==> src/rtl/interp_rate_sequencer_pkg.sv <==
// interp_seq_pkg: shared state encoding, default rate ratios and counter
// sizing helpers for the interpolation-chain rate sequencer.
package interp_seq_pkg;

   // Sequencer operating states.
   typedef enum logic [1:0] {
      IDLE  = 2'd0,
      RUN   = 2'd1,
      FLUSH = 2'd2
   } seq_state_t;

   // Default rate ratios for the halfband chain.
   localparam int DEF_CLK_PER_FAST = 2;
   localparam int DEF_FAST_PER_SAM = 2;
   localparam int DEF_SAM_PER_SYM  = 4;
   localparam int DEF_FLUSH_SYMS   = 2;

   // Number of clk cycles in one symbol period.
   function automatic int sym_period(input int clk_per_fast,
                                     input int fast_per_sam,
                                     input int sam_per_sym);
      return clk_per_fast * fast_per_sam * sam_per_sym;
   endfunction

   // Width of a counter that runs 0..modulus-1, never narrower than one bit.
   function automatic int cnt_width(input int modulus);
      return (modulus > 1) ? $clog2(modulus) : 1;
   endfunction

endpackage

==> src/rtl/interp_rate_sequencer_counter.sv <==
// mod_counter: modulo-MOD up counter with enable, synchronous clear and a
// combinational wrap flag used to cascade the rate counters.
module mod_counter
   import interp_seq_pkg::*;
#(
   parameter int MOD = 2,
   parameter int W   = cnt_width(MOD)
) (
   input  logic         clk,
   input  logic         reset,
   input  logic         en,
   input  logic         clr,
   output logic [W-1:0] cnt,
   output logic         wrap
);

   // The counter wraps on the enabled cycle in which it sits at its last
   // value; with MOD=1 that is every enabled cycle.
   assign wrap = en && (cnt == W'(MOD - 1));

   // Count register: clear has priority so a realign always lands on 0.
   always_ff @(posedge clk or posedge reset) begin
      if (reset) begin
         cnt <= '0;
      end else if (clr) begin
         cnt <= '0;
      end else if (en) begin
         cnt <= wrap ? '0 : cnt + 1'b1;
      end
   end

endmodule

==> src/rtl/interp_rate_sequencer.sv <==
// interp_rate_sequencer: single source of the fast/sample/symbol enables and
// MAC/symbol phase selects for the time-shared interpolation chain, with a
// start/stop controller that zero-fills the delay lines before idling.
module interp_rate_sequencer
   import interp_seq_pkg::*;
#(
   parameter int CLK_PER_FAST = DEF_CLK_PER_FAST,
   parameter int FAST_PER_SAM = DEF_FAST_PER_SAM,
   parameter int SAM_PER_SYM  = DEF_SAM_PER_SYM,
   parameter int FLUSH_SYMS   = DEF_FLUSH_SYMS
) (
   input  logic                                clk,
   input  logic                                reset,
   input  logic                                start,
   input  logic                                stop,
   input  logic                                sync_req,
   output logic                                fast_en,
   output logic                                sam_clk_en,
   output logic                                sym_clk_en,
   output logic [cnt_width(FAST_PER_SAM)-1:0]  mac_phase,
   output logic [cnt_width(SAM_PER_SYM)-1:0]   sym_phase,
   output logic                                zero_fill,
   output logic                                running,
   output logic                                flush_done
);

   localparam int CW = cnt_width(CLK_PER_FAST);
   localparam int FW = cnt_width(FAST_PER_SAM);
   localparam int SW = cnt_width(SAM_PER_SYM);
   localparam int XW = cnt_width(FLUSH_SYMS);

   seq_state_t    state;
   seq_state_t    state_nxt;
   logic          stop_pend;
   logic          stop_pend_nxt;

   logic          active;
   logic          rate_clr;
   logic          run_nxt;

   logic [CW-1:0] clk_cnt;
   logic          clk_wrap;
   logic [FW-1:0] fast_cnt;
   logic          fast_wrap;
   logic          fast_step;
   logic [SW-1:0] sam_cnt;
   logic          sam_wrap;
   logic          sam_step;
   logic [XW-1:0] flush_cnt;
   logic          flush_wrap;
   logic          flush_step;
   logic          flush_clr;

   logic          clk_zero_nxt;
   logic          fast_zero_nxt;
   logic          sam_zero_nxt;

   // Rate counters only move while running; a realign request is honoured
   // only then. The sample counter wrapping marks the symbol boundary.
   assign active     = (state != IDLE);
   assign rate_clr   = active && sync_req;
   assign fast_step  = active && clk_wrap;
   assign sam_step   = fast_wrap;
   assign flush_step = (state == FLUSH) && sam_wrap;
   assign flush_clr  = (state != FLUSH) && (flush_cnt != '0);

   mod_counter #(.MOD(CLK_PER_FAST)) u_clk_cnt (
      .clk   (clk),
      .reset (reset),
      .en    (active),
      .clr   (rate_clr),
      .cnt   (clk_cnt),
      .wrap  (clk_wrap)
   );

   mod_counter #(.MOD(FAST_PER_SAM)) u_fast_cnt (
      .clk   (clk),
      .reset (reset),
      .en    (fast_step),
      .clr   (rate_clr),
      .cnt   (fast_cnt),
      .wrap  (fast_wrap)
   );

   mod_counter #(.MOD(SAM_PER_SYM)) u_sam_cnt (
      .clk   (clk),
      .reset (reset),
      .en    (sam_step),
      .clr   (rate_clr),
      .cnt   (sam_cnt),
      .wrap  (sam_wrap)
   );

   // The flush symbol count deliberately ignores realign requests.
   mod_counter #(.MOD(FLUSH_SYMS)) u_flush_cnt (
      .clk   (clk),
      .reset (reset),
      .en    (flush_step),
      .clr   (flush_clr),
      .cnt   (flush_cnt),
      .wrap  (flush_wrap)
   );

   // Predict whether each counter will hold 0 after this edge so the strobes
   // can be registered and still line up with the counter values they mark.
   assign clk_zero_nxt  = rate_clr || clk_wrap  || (!active    && (clk_cnt  == '0));
   assign fast_zero_nxt = rate_clr || fast_wrap || (!fast_step && (fast_cnt == '0));
   assign sam_zero_nxt  = rate_clr || sam_wrap  || (!sam_step  && (sam_cnt  == '0));
   assign run_nxt       = (state_nxt != IDLE);

   // State and pending-stop registers.
   always_ff @(posedge clk or posedge reset) begin
      if (reset) begin
         state     <= IDLE;
         stop_pend <= 1'b0;
      end else begin
         state     <= state_nxt;
         stop_pend <= stop_pend_nxt;
      end
   end

   // Next-state logic: a stop is parked until the next symbol boundary so the
   // flush always starts on a whole symbol; the flush ends on its final wrap.
   always_comb begin
      state_nxt     = state;
      stop_pend_nxt = stop_pend;
      unique case (state)
         IDLE: begin
            stop_pend_nxt = 1'b0;
            if (start) begin
               state_nxt     = RUN;
               stop_pend_nxt = stop;
            end
         end
         RUN: begin
            if (stop_pend && sam_wrap) begin
               state_nxt     = FLUSH;
               stop_pend_nxt = 1'b0;
            end else if (stop) begin
               stop_pend_nxt = 1'b1;
            end
         end
         FLUSH: begin
            stop_pend_nxt = 1'b0;
            if (flush_wrap) begin
               state_nxt = IDLE;
            end
         end
         default: begin
            state_nxt     = IDLE;
            stop_pend_nxt = 1'b0;
         end
      endcase
   end

   // Registered strobes and status; nothing strobes once the next state is
   // IDLE, so leaving FLUSH shows only the flush_done pulse.
   always_ff @(posedge clk or posedge reset) begin
      if (reset) begin
         fast_en    <= 1'b0;
         sam_clk_en <= 1'b0;
         sym_clk_en <= 1'b0;
         zero_fill  <= 1'b0;
         running    <= 1'b0;
         flush_done <= 1'b0;
      end else begin
         fast_en    <= run_nxt && clk_zero_nxt;
         sam_clk_en <= run_nxt && clk_zero_nxt && fast_zero_nxt;
         sym_clk_en <= run_nxt && clk_zero_nxt && fast_zero_nxt && sam_zero_nxt;
         zero_fill  <= (state_nxt == FLUSH);
         running    <= run_nxt;
         flush_done <= (state == FLUSH) && (state_nxt == IDLE);
      end
   end

   // The phase selects are the counter registers themselves.
   assign mac_phase = fast_cnt;
   assign sym_phase = sam_cnt;

endmodule

==> config.mk <==
export PLATFORM = sky130hd
export DESIGN_NAME = interp_rate_sequencer
export DESIGN_NICKNAME = d
export VERILOG_FILES = /design/src/rtl/interp_rate_sequencer_pkg.sv /design/src/rtl/interp_rate_sequencer_counter.sv /design/src/rtl/interp_rate_sequencer.sv
export SDC_FILE = /design/constraint.sdc
export NUM_CORES = 1
export LEC_CHECK = 0
export ABC_AREA = 1
export BUFFER_PORTS_ARGS = -buffer_cell sky130_fd_sc_hd__buf_2
export CAP_MARGIN = 10
export CORE_MARGIN = 2
export CORE_UTILIZATION = 56
export CTS_CLUSTER_SIZE = 25
export DETAILED_ROUTE_END_ITERATION = 7
export HOLD_SLACK_MARGIN = 0.12
export PLACE_DENSITY_LB_ADDON = 0.08
export SLEW_MARGIN = 20
export SYNTH_ARGS = -nofsm -noshare
export SYNTH_HDL_FRONTEND = slang
export SYNTH_HIERARCHICAL = 1
export SYNTH_SLANG_ARGS = --single-unit
==> constraint.sdc <==
create_clock -name clk -period 4.8 [get_ports clk]
set_input_delay 0.96 -clock clk [delete_from_list [all_inputs] [get_ports clk]]
set_output_delay 0.96 -clock clk [all_outputs]
set_load 0.02 [all_outputs]
==> impl_metrics.csv, run 1 <==
group,metric,value,unit
run_status,outcome,"completed",
synthesis,netlist_area,766,µm²
cts,clock_path_buffers,2,
worst_hold_path,worst_hold_path_type,"reg -> reg",
timing,fin_setup_tns,0,ns
die,core_area,1280,µm²
global_routing,grt_max_degree,10,
synthesis,synthArstFlopShare,100,%
timing,timing.final.crit_share,47.2,%
synthesis,synthCells,94,
timing,slew_headroom,77.4,%
critical_path,critical_path.endpoint_type,"register",
critical_path,arrival,2.43,ns
layout,final_cell_mix,"inv_1 (28), nand2_1 (15), dfrtp_1 (14)",
detailed_routing,wire_per_inst,9.84,µm
placement,hpwlAfterDp,1.03,mm
cts,cts_tree,"built",
global_routing,grt_usage,18.5,%
synthesis,synth-simple-area-share,34.2,%
detailed_routing,first_pass_iters,3,
critical_path,worstPathCellList,"nor2_4, inv_1, nand2_1, inv_1, inv_1, nor2_1, nand2_1, inv_1, nand2_1, inv_1, inv_1, nor2_1, nand2_1, inv_1, nor2_4, nor2_8, nand2_4, and2_1",
layout,layout-drive-gt1-share,30.0,%
synthesis,ys.flop_type,"dfrtp_1",
critical_path,worstPathRequired,4.96,ns
critical_path,cp-start-kind,"register",
die,start_util,59.6,%
synthesis,synth_warnings,6,
cts,cts_num_sinks,14,
detailed_routing,drc,0,
die,rows,13,
power_and_ir_drop,ir_drop,0.198,mV
cts,cts_buffers,3,
cts,hold_buffers,0,
layout,areaGrowthSynthToFinish,13.9,%
critical_path,crit_buf_inv,7,
job,maxCapViolCount,0,
global_routing,antenna_found_initial,0,
global_routing,grt_pass1_vias,469,
die,ioPinCount,14,
synthesis,synth_cell_type_count,21,
timing,drv_slew,0,
synthesis,synth_top_family_by_area,"simple AND/OR/NAND/NOR gates",
critical_path,slowest_delay,0.45,ns
cts,clk_latency,0.27,ns
synthesis,synth-adder-area-share,1.63,%
timing,min_period,2.27,ns
layout,nets,118,
timing,hold_viol,0,
critical_path,critPathMostFrequentCell,"inv_1",
detailed_routing,drt_iter0_markers,6,
timing,fmax,441,MHz
critical_path,cpMaxStageDelayCell,"dfrtp_1",
detailed_routing,vias_per_cell,4.61,
layout,top_regs,"state: 2 flops, u_sam_cnt/cnt: 2 flops",
placement,pre_cts_ws,2.57,ns
placement,port_buffers,13,
synthesis,synth.net_count,100,
synthesis,synth_compound_area_share,3.43,%
cts,postCtsSetupBuffers,0,
layout,final_common_cell,"inv_1",
timing,postLayoutSetupSlackWorst,2.53,ns
detailed_routing,vias,576,
die,die_w,41.0,µm
detailed_routing,postRouteWirelength,1.23,mm
global_routing,grt_first_pass_wirelength,1.96,mm
timing,setup_viol,0,
timing,tightest_slew,0.338,ns
power_and_ir_drop,p_leak,0.000544,µW
synthesis,synth_area_per_cell,8.15,µm²
synthesis,synth-seq-cells,14,
cts,htreeDepth,1,
cts,cts.clk_slew.worst_paths,0.08,ns
detailed_routing,ant_nets,0,
timing,fin_skew,0.000670,ns
global_routing,gr-total-overflow,0,
die,die_h,41.0,µm
critical_path,crit_type,"reg -> reg",
critical_path,cp_top_family,"simple AND/OR/NAND/NOR gates",
synthesis,synthMuxAreaShare,0,%
power_and_ir_drop,pwr_density_cell,336,nW/µm²
synthesis,synth_edf_count,0,
critical_path,critPathMaxFanout,6,
cts,post_cts_resized,0,
synthesis,synth-xor-area-share,0,%
timing,rsz0062_at_grt,"false",
die,dieArea,1680,µm²
cts,cts_root_buffer,"clkbuf_4",
layout,diodes,0,
placement,place_congestion,0.768,
synthesis,synth_seq_area_share,45.8,%
-- final timing paths --
| check | start | endpoint | slack [ns] | cells past startpoint |
|---|---|---|---|---|
| max in group asynchronous | reset | zero_fill | 3.87 | 2 |
| setup / recovery | state[0] | fast_en | 2.53 | 18 |
| setup reg to reg | state[0] | fast_en | 2.53 | 18 |
| min in group asynchronous | reset | u_fast_cnt/cnt | 0.56 | 2 |
| hold reg to reg | u_clk_cnt/cnt | u_clk_cnt/cnt | 0.55 | 2 |
| hold / removal | u_clk_cnt/cnt | u_clk_cnt/cnt | 0.55 | 2 |
-- synth_stat cells, types with 2 or more instances --
master | number | area [µm²]
nor2_1 | 10 | 37.5
nor2_4 | 4 | 45.0
nand3_1 | 2 | 10.0
dfrtp_1 | 14 | 350
nor3_1 | 2 | 10.0
nor2_2 | 4 | 25.0
nand2_2 | 2 | 12.5
nand2_1 | 15 | 56.3
nand2_4 | 2 | 22.5
inv_1 | 28 | 105
-- power breakdown --
part	switching, µW	total (µW)	leakage [µW]	internal, µW
Sequential	9.87	144	0.000170	135
Combinational	55.5	86.0	0.000360	30.5
Clock	33.8	62.8	0.0000138	29.0
Total	99.1	293	0.000544	194
-- through the flow --
stage	std cells	total power [µW]	util, %	hold slack, ns	instance area [µm²]
after floorplan	94	209	-	0.507	766
after global placement	122	231	66.1	0.525	850
after detailed placement	122	234	66.1	0.537	850
after CTS	125	295	67.9	0.554	872
after global routing	125	313	67.9	0.556	872
final	125	293	67.9	0.549	872
-- layer usage --
| layer | wire [µm] | GRT usage (%) | up-vias | share of wire (%) |
|---|---|---|---|---|
| li1 | - | - | 299 | - |
| met1 | 578 | 22.6 | 266 | 47 |
| met2 | 594 | 29.3 | 9 | 48 |
| met3 | 39 | 3.26 | 2 | 3.2 |
| met4 | 17 | 12.5 | 0 | 1.4 |
| met5 | 0 | 0 | - | 0 |
-- cells by family after synthesis --
family | after synthesis
and+or+nand+nor | 45
AOI/OAI and AO/OA | 4
adders and majority gates | 1
buffers and inverters | 30
DFF | 14
-- area by class of cell --
cell class / count / area [µm²]
multi-input cells: 50 / 300
inverters: 30 / 115
fillers: 115 / 413
well taps: 15 / 18.8
repair buffers: 13 / 65.1
clock buffers: 3 / 22.5
flip-flops and latches: 14 / 350
-- worst register-to-register path: stages, from the launching register on --
cell and delay [ns]:
dfrtp_1 0.45, nor2_4 0.10, inv_1 0.08, nand2_1 0.07
inv_1 0.07, inv_1 0.05, nor2_1 0.13, nand2_1 0.09
inv_1 0.17, nand2_1 0.11, inv_1 0.10, inv_1 0.06
nor2_1 0.14, nand2_1 0.09, inv_1 0.09, nor2_4 0.06
nor2_8 0.13, nand2_4 0.06, and2_1 0.13
Power figures use the tool's default switching activity.
==> inputs of run 2 (changes only) <==
CORE_UTILIZATION = 52   (was 56)
clock period = 2.3 ns   (was 4.8 ns; I/O delays follow)
==> run 2 against run 1 <==
Highest routed layer unchanged. Final cell count is 3.2% higher. Worst hold slack worse by 0.15 ns. Wire length is 2.0% higher. Critical path type unchanged. Maximum frequency increased by 10%. Combinational power increased by 110%. Clock power rose to 2.9 times the previous value. Power is 130% higher. Core utilization up 0.80 points. Worst setup slack worse by 2.3 ns. Sequential power rose by 110%. Register-to-register slack worse by 2.3 ns.
==> impl_metrics.csv, run 2 (synthesized netlist as in run 1, its figures left out) <==
group,metric,value,unit
layout,areaGrowthSynthToFinish,19.6,%
critical_path,critical_path.endpoint_type,"register",
critical_path,slowest_delay,0.43,ns
timing,hold_viol,0,
worst_hold_path,min_to,"stop_pend",
power_and_ir_drop,p_sw,221,µW
critical_path,r2r_cells,18,
detailed_routing,vias,573,
detailed_routing,routed-wl-met2,542,µm
timing,slew_headroom,78.1,%
timing,setup_viol,0,
layout,stdcell_area,916,µm²
cts,htreeDepth,1,
power_and_ir_drop,pwr_density_cell,729,nW/µm²
cts,cts.clk_slew.worst_paths,0.09,ns
die,core_area,1330,µm²
cts,cts_num_sinks,14,
critical_path,timing.rr.start,"state[0]",
layout,top_regs,"state: 2 flops, u_sam_cnt/cnt: 2 flops",
worst_hold_path,worst_hold_path_type,"in -> reg",
detailed_routing,wl_met3,46,µm
power_and_ir_drop,p_seq_share,45.1,%
critical_path,crit_type,"reg -> reg",
critical_path,worstPathCellList,"nor2_4, inv_1, nand2_1, inv_1, inv_1, nor2_1, nand2_1, inv_1, nand2_1, inv_1, inv_1, nor2_2, nand2_1, inv_1, nor2_4, nor2_8, nand2_4, and2_1",
die,ioPinCount,14,
global_routing,grt_max_degree,10,
detailed_routing,highest_layer,"met4",
critical_path,worstPathRequired,2.48,ns
timing,drv_slew,0,
detailed_routing,drc,0,
detailed_routing,drt-met1-wl,638,µm
critical_path,critPathMaxFanout,5,
detailed_routing,first_pass_iters,2,
critical_path,worstReg2RegEnd,"fast_en",
global_routing,gr-total-overflow,0,
layout,final_cell_mix,"inv_1 (28), nand2_1 (15), buf_2 (13)",
critical_path,arrival,2.23,ns
placement,place_area,865,µm²
global_routing,grt_usage,17.0,%
cts,cts_buffers,3,
layout,nets,121,
die,start_util,57.4,%
detailed_routing,postRouteWirelength,1.26,mm
cts,cts_tree,"built",
run_status,outcome,"completed",
layout,diodes,0,
placement,place_congestion,0.712,
layout,final_cells,129,
timing,fmax,487,MHz
timing,tightest_slew,0.328,ns
cts,clock_path_buffers,2,
die,rows,13,
critical_path,cp-start-kind,"register",
die,die_w,42.4,µm
power_and_ir_drop,switching_share,33.1,%
detailed_routing,drt_iter0_markers,11,
global_routing,grt_first_pass_wirelength,2.24,mm
layout,final_util,68.7,%
timing,fin_skew,0.00174,ns
detailed_routing,wire_per_inst,9.73,µm
power_and_ir_drop,power,668,µW
cts,cts_root_buffer,"clkbuf_4",
detailed_routing,ant_nets,0,
global_routing,antenna_found_initial,0,
timing,min_period,2.05,ns
layout,layout-drive-gt1-share,34.2,%
critical_path,worst-r2r-setup-slack,0.25,ns
die,dieArea,1800,µm²
die,die_h,42.4,µm
power_and_ir_drop,ir_drop,0.538,mV
job,maxCapViolCount,0,
power_and_ir_drop,p_leak,0.000564,µW
detailed_routing,vias_per_cell,4.44,
placement,port_buffers,13,
placement,hpwlAfterDp,961,µm
global_routing,grt_pass1_vias,535,
power_and_ir_drop,power_frac_comb,27.6,%
cts,clk_latency,0.28,ns
critical_path,critPathMostFrequentCell,"inv_1",
worst_hold_path,hold_path_depth,3,
timing,rsz0062_at_grt,"false",
timing,fin_setup_tns,0,ns
worst_hold_path,hp-start,"stop",
power_and_ir_drop,power.internal,447,µW
placement,dp.cells,124,
power_and_ir_drop,clockPowerShare,27.3,%
critical_path,cpMaxStageDelayCell,"dfrtp_2",
timing,timing.final.crit_share,89.3,%
layout,final_common_cell,"inv_1",
run 2: final cells by class:
class	instances	area [µm²]
Clock buffer	4	36.3
Tap cell	15	18.8
Inverter	30	115
Fill cell	124	418
Multi-Input combinational cell	50	303
Sequential cell	14	353
Timing Repair Buffer	16	90.1
run 2: how the worst max path moves through the flow:
stage,from,to,cells past startpoint
global route,state[0],fast_en,18
floorplan,state[0],fast_en,18
finish,state[0],fast_en,18
CTS,state[0],fast_en,18
global placement,state[0],fast_en,18
detailed placement,state[0],fast_en,18
run 2: routing by layer:
metal  track usage, %  vias up
met4             9.38        0
met3             3.88        4
met5                0        -
met1             22.3      253
li1                 -      305
met2             25.5       11
run 2: power by group through the flow:
stage / registers (µW) / clock network (µW) / logic [µW]
floorplan: 338 / 0 / 98.2
global placement: 303 / 0 / 181
detailed placement: 306 / 0 / 184
CTS: 301 / 187 / 186
global route: 304 / 198 / 209
finish: 301 / 182 / 184
run 2: metrics by stage:
step / hold slack, ns / setup WS (ns)
5_1_grt: 0.411 / 0.00806
3_5_place_dp: 0.344 / 0.227
3_3_place_gp: 0.343 / 0.250
6_report: 0.403 / 0.246
2_1_floorplan: 0.189 / 0.287
4_1_cts: 0.396 / 0.194
run 2: what timing repair did:
item | 4_1_cts | 5_1_grt
gates resized for setup | 0 | 3
hold buffers | 1 | 0
setup buffers | 0 | 0
endpoints found under the setup margin | 0 | 3
endpoints found under the hold margin | 5 | 0
run 2: worst max-delay path, delay by kind of cell (launching register included):
kind	cells	cell delay, ns
AND/OR/NAND/NOR	11	1.01
buffers and inverters	7	0.51
flip-flops	1	0.43
==> inputs of run 3 (changes only) <==
CORE_MARGIN = 1.5   (was 2)
SLEW_MARGIN = 10   (was 20)
clock period = 2.2 ns   (was 2.3 ns; I/O delays follow)
==> run 3 against run 2 <==
Final cell count is 0.78% higher. Global-route usage is 2.6 points higher. First-iteration DRC count is 18% higher. Sequential cell count stayed put. Sequential share of layout area is 0.24 points lower. Largest cell class unchanged. Critical path depth is 1 higher. Die area is 4.7% lower. Highest routed layer unchanged. Clock skew hardly changed. Largest power group unchanged. Non-clock buffer count is 2 higher. Cell area is 0.27% higher. Core utilization is 0.19 points higher.
==> impl_metrics.csv, run 3 (synthesized netlist as in run 1, its figures left out) <==
group,metric,value,unit
run_status,outcome,"completed",
worst_hold_path,hp-start,"stop",
die,die_h,41.4,µm
layout,multi_input_area,305,µm²
global_routing,grt_first_pass_wirelength,2.08,mm
timing,fin_hold_ws,0.377,ns
job,maxCapViolCount,0,
critical_path,timing.rr.start,"state[0]",
layout,fillers,110,
die,rows,13,
layout,top_regs,"state: 2 flops, u_sam_cnt/cnt: 2 flops",
critical_path,arrival,2.22,ns
critical_path,crit_type,"reg -> reg",
die,dieArea,1710,µm²
detailed_routing,first_pass_iters,4,
cts,cts_tree,"built",
critical_path,cpMaxStageDelayCell,"dfrtp_2",
timing,slew_headroom,77.4,%
power_and_ir_drop,pwr_density_cell,714,nW/µm²
global_routing,antenna_found_initial,0,
placement,pre_cts_ws,0.0574,ns
critical_path,critPathMostFrequentCell,"inv_1",
layout,areaGrowthSynthToFinish,19.9,%
power_and_ir_drop,p_leak,0.000564,µW
timing,tightest_slew,0.338,ns
cts,clk_latency,0.28,ns
global_routing,grt_max_degree,10,
timing,min_period,2.00,ns
detailed_routing,wire_per_inst,9.55,µm
power_and_ir_drop,ir_drop,0.418,mV
cts,cts_buffers,3,
die,start_util,57.4,%
global_routing,met3_usage,4.79,%
cts,cts_num_sinks,14,
global_routing,gr-total-overflow,0,
worst_hold_path,worst_hold_path_type,"in -> reg",
global_routing,grt_pass1_vias,528,
global_routing,grt_use_met1,25.2,%
critical_path,critPathMaxFanout,6,
timing,setup_viol,0,
critical_path,crit_start,"state[0]",
placement,place_congestion,0.700,
critical_path,worstPathRequired,2.42,ns
timing,fin_skew,0.00149,ns
placement,hpwlAfterDp,951,µm
die,die_w,41.4,µm
layout,regArea,352,µm²
detailed_routing,vias_per_cell,4.50,
cts,cts.clk_slew.worst_paths,0.08,ns
timing,drv_slew,0,
timing,fin_setup_tns,0,ns
cts,htreeDepth,1,
global_routing,busiest_layer,"met2",
cts,clock_path_buffers,2,
detailed_routing,ant_nets,0,
timing,postLayoutSetupSlackWorst,0.202,ns
critical_path,crit_buf_inv,7,
critical_path,slowest_delay,0.45,ns
placement,port_buffers,13,
die,core_area,1330,µm²
detailed_routing,drt_iter0_markers,13,
critical_path,cp-start-kind,"register",
critical_path,critical_path.endpoint_type,"register",
layout,layout-drive-gt1-share,36.5,%
cts,cts_root_buffer,"clkbuf_4",
layout,final_common_cell,"inv_1",
layout,nets,123,
layout,diodes,0,
detailed_routing,vias,585,
timing,hold_viol,0,
die,ioPinCount,14,
detailed_routing,postRouteWirelength,1.24,mm
timing,timing.final.crit_share,90.8,%
global_routing,grt_usage,19.6,%
global_routing,met2_usage,29.3,%
critical_path,cp_top_family,"simple AND/OR/NAND/NOR gates",
timing,fmax,500,MHz
detailed_routing,drc,0,
layout,final_cell_mix,"inv_1 (26), nand2_1 (15), dfrtp_1 (13), buf_2 (13), nor2_1 (8)",
critical_path,worstPathCellList,"nor2_4, inv_1, nand2_1, inv_1, inv_1, nor2_2, nand2_1, inv_1, nand2_1, inv_2, inv_1, nor2_2, nand2_1, inv_2, nor2_4, nor2_8, nand2_4, nand3_2, nor2_2",
## run 3: changes by cell type in the layout (fill, tap and decap cells not counted), sizes merged
cell and change:
buf +2, clkbuf -1
## run 3: metal layers
metal | routed length, µm | share of wire [%] | vias up
li1 | - | - | 310
met1 | 606 | 49 | 255
met2 | 548 | 44 | 16
met3 | 55 | 4.4 | 4
met4 | 29 | 2.3 | 0
met5 | 0 | 0 | -
## run 3: tightest hold or removal path: stages
cell	delay [ns]
buf_2	0.10
inv_1	0.04
a21oi_1	0.05
## run 3: through the flow
stage | util [%] | cell area (µm²) | cells | total power, µW
final | 68.9 | 918 | 130 | 656
after global routing | 68.9 | 918 | 130 | 707
after floorplan | - | 766 | 94 | 456
after global placement | 64.3 | 857 | 123 | 505
after CTS | 66.7 | 890 | 127 | 658
after detailed placement | 64.3 | 857 | 123 | 511
## run 3: worst paths after layout
check                                  end  slack, ns  cells past startpoint
setup reg to reg                sym_clk_en       0.20                     19
hold reg to reg            u_flush_cnt/cnt       0.55                      2
max in group asynchronous         state[0]       1.22                      3
setup / recovery                sym_clk_en       0.20                     19
min in group asynchronous    u_clk_cnt/cnt       0.58                      3
hold / removal                   stop_pend       0.38                      3
## run 3: timing repair
item | CTS | global route
gates resized for setup | 0 | 5
endpoints found under the hold margin | 5 | 0
buffers inserted | 0 | 3
hold buffers | 1 | 0
setup endpoints to repair | 0 | 7
## run 3: area by class of cell
class / instances / share of cell area [%]
sequential: 14 / 38.3
multi-input combinational: 50 / 33.2
inverter: 30 / 12.5
timing repair buffer: 18 / 11.4
clock buffer: 3 / 2.45
tap: 15 / 2.04
## run 3: power breakdown
part           total (µW)  internal [µW]  switching (µW)
clock                 145           63.5            81.2
combinational         197           74.0             123
sequential            314            294            19.9
total                 656            431             224
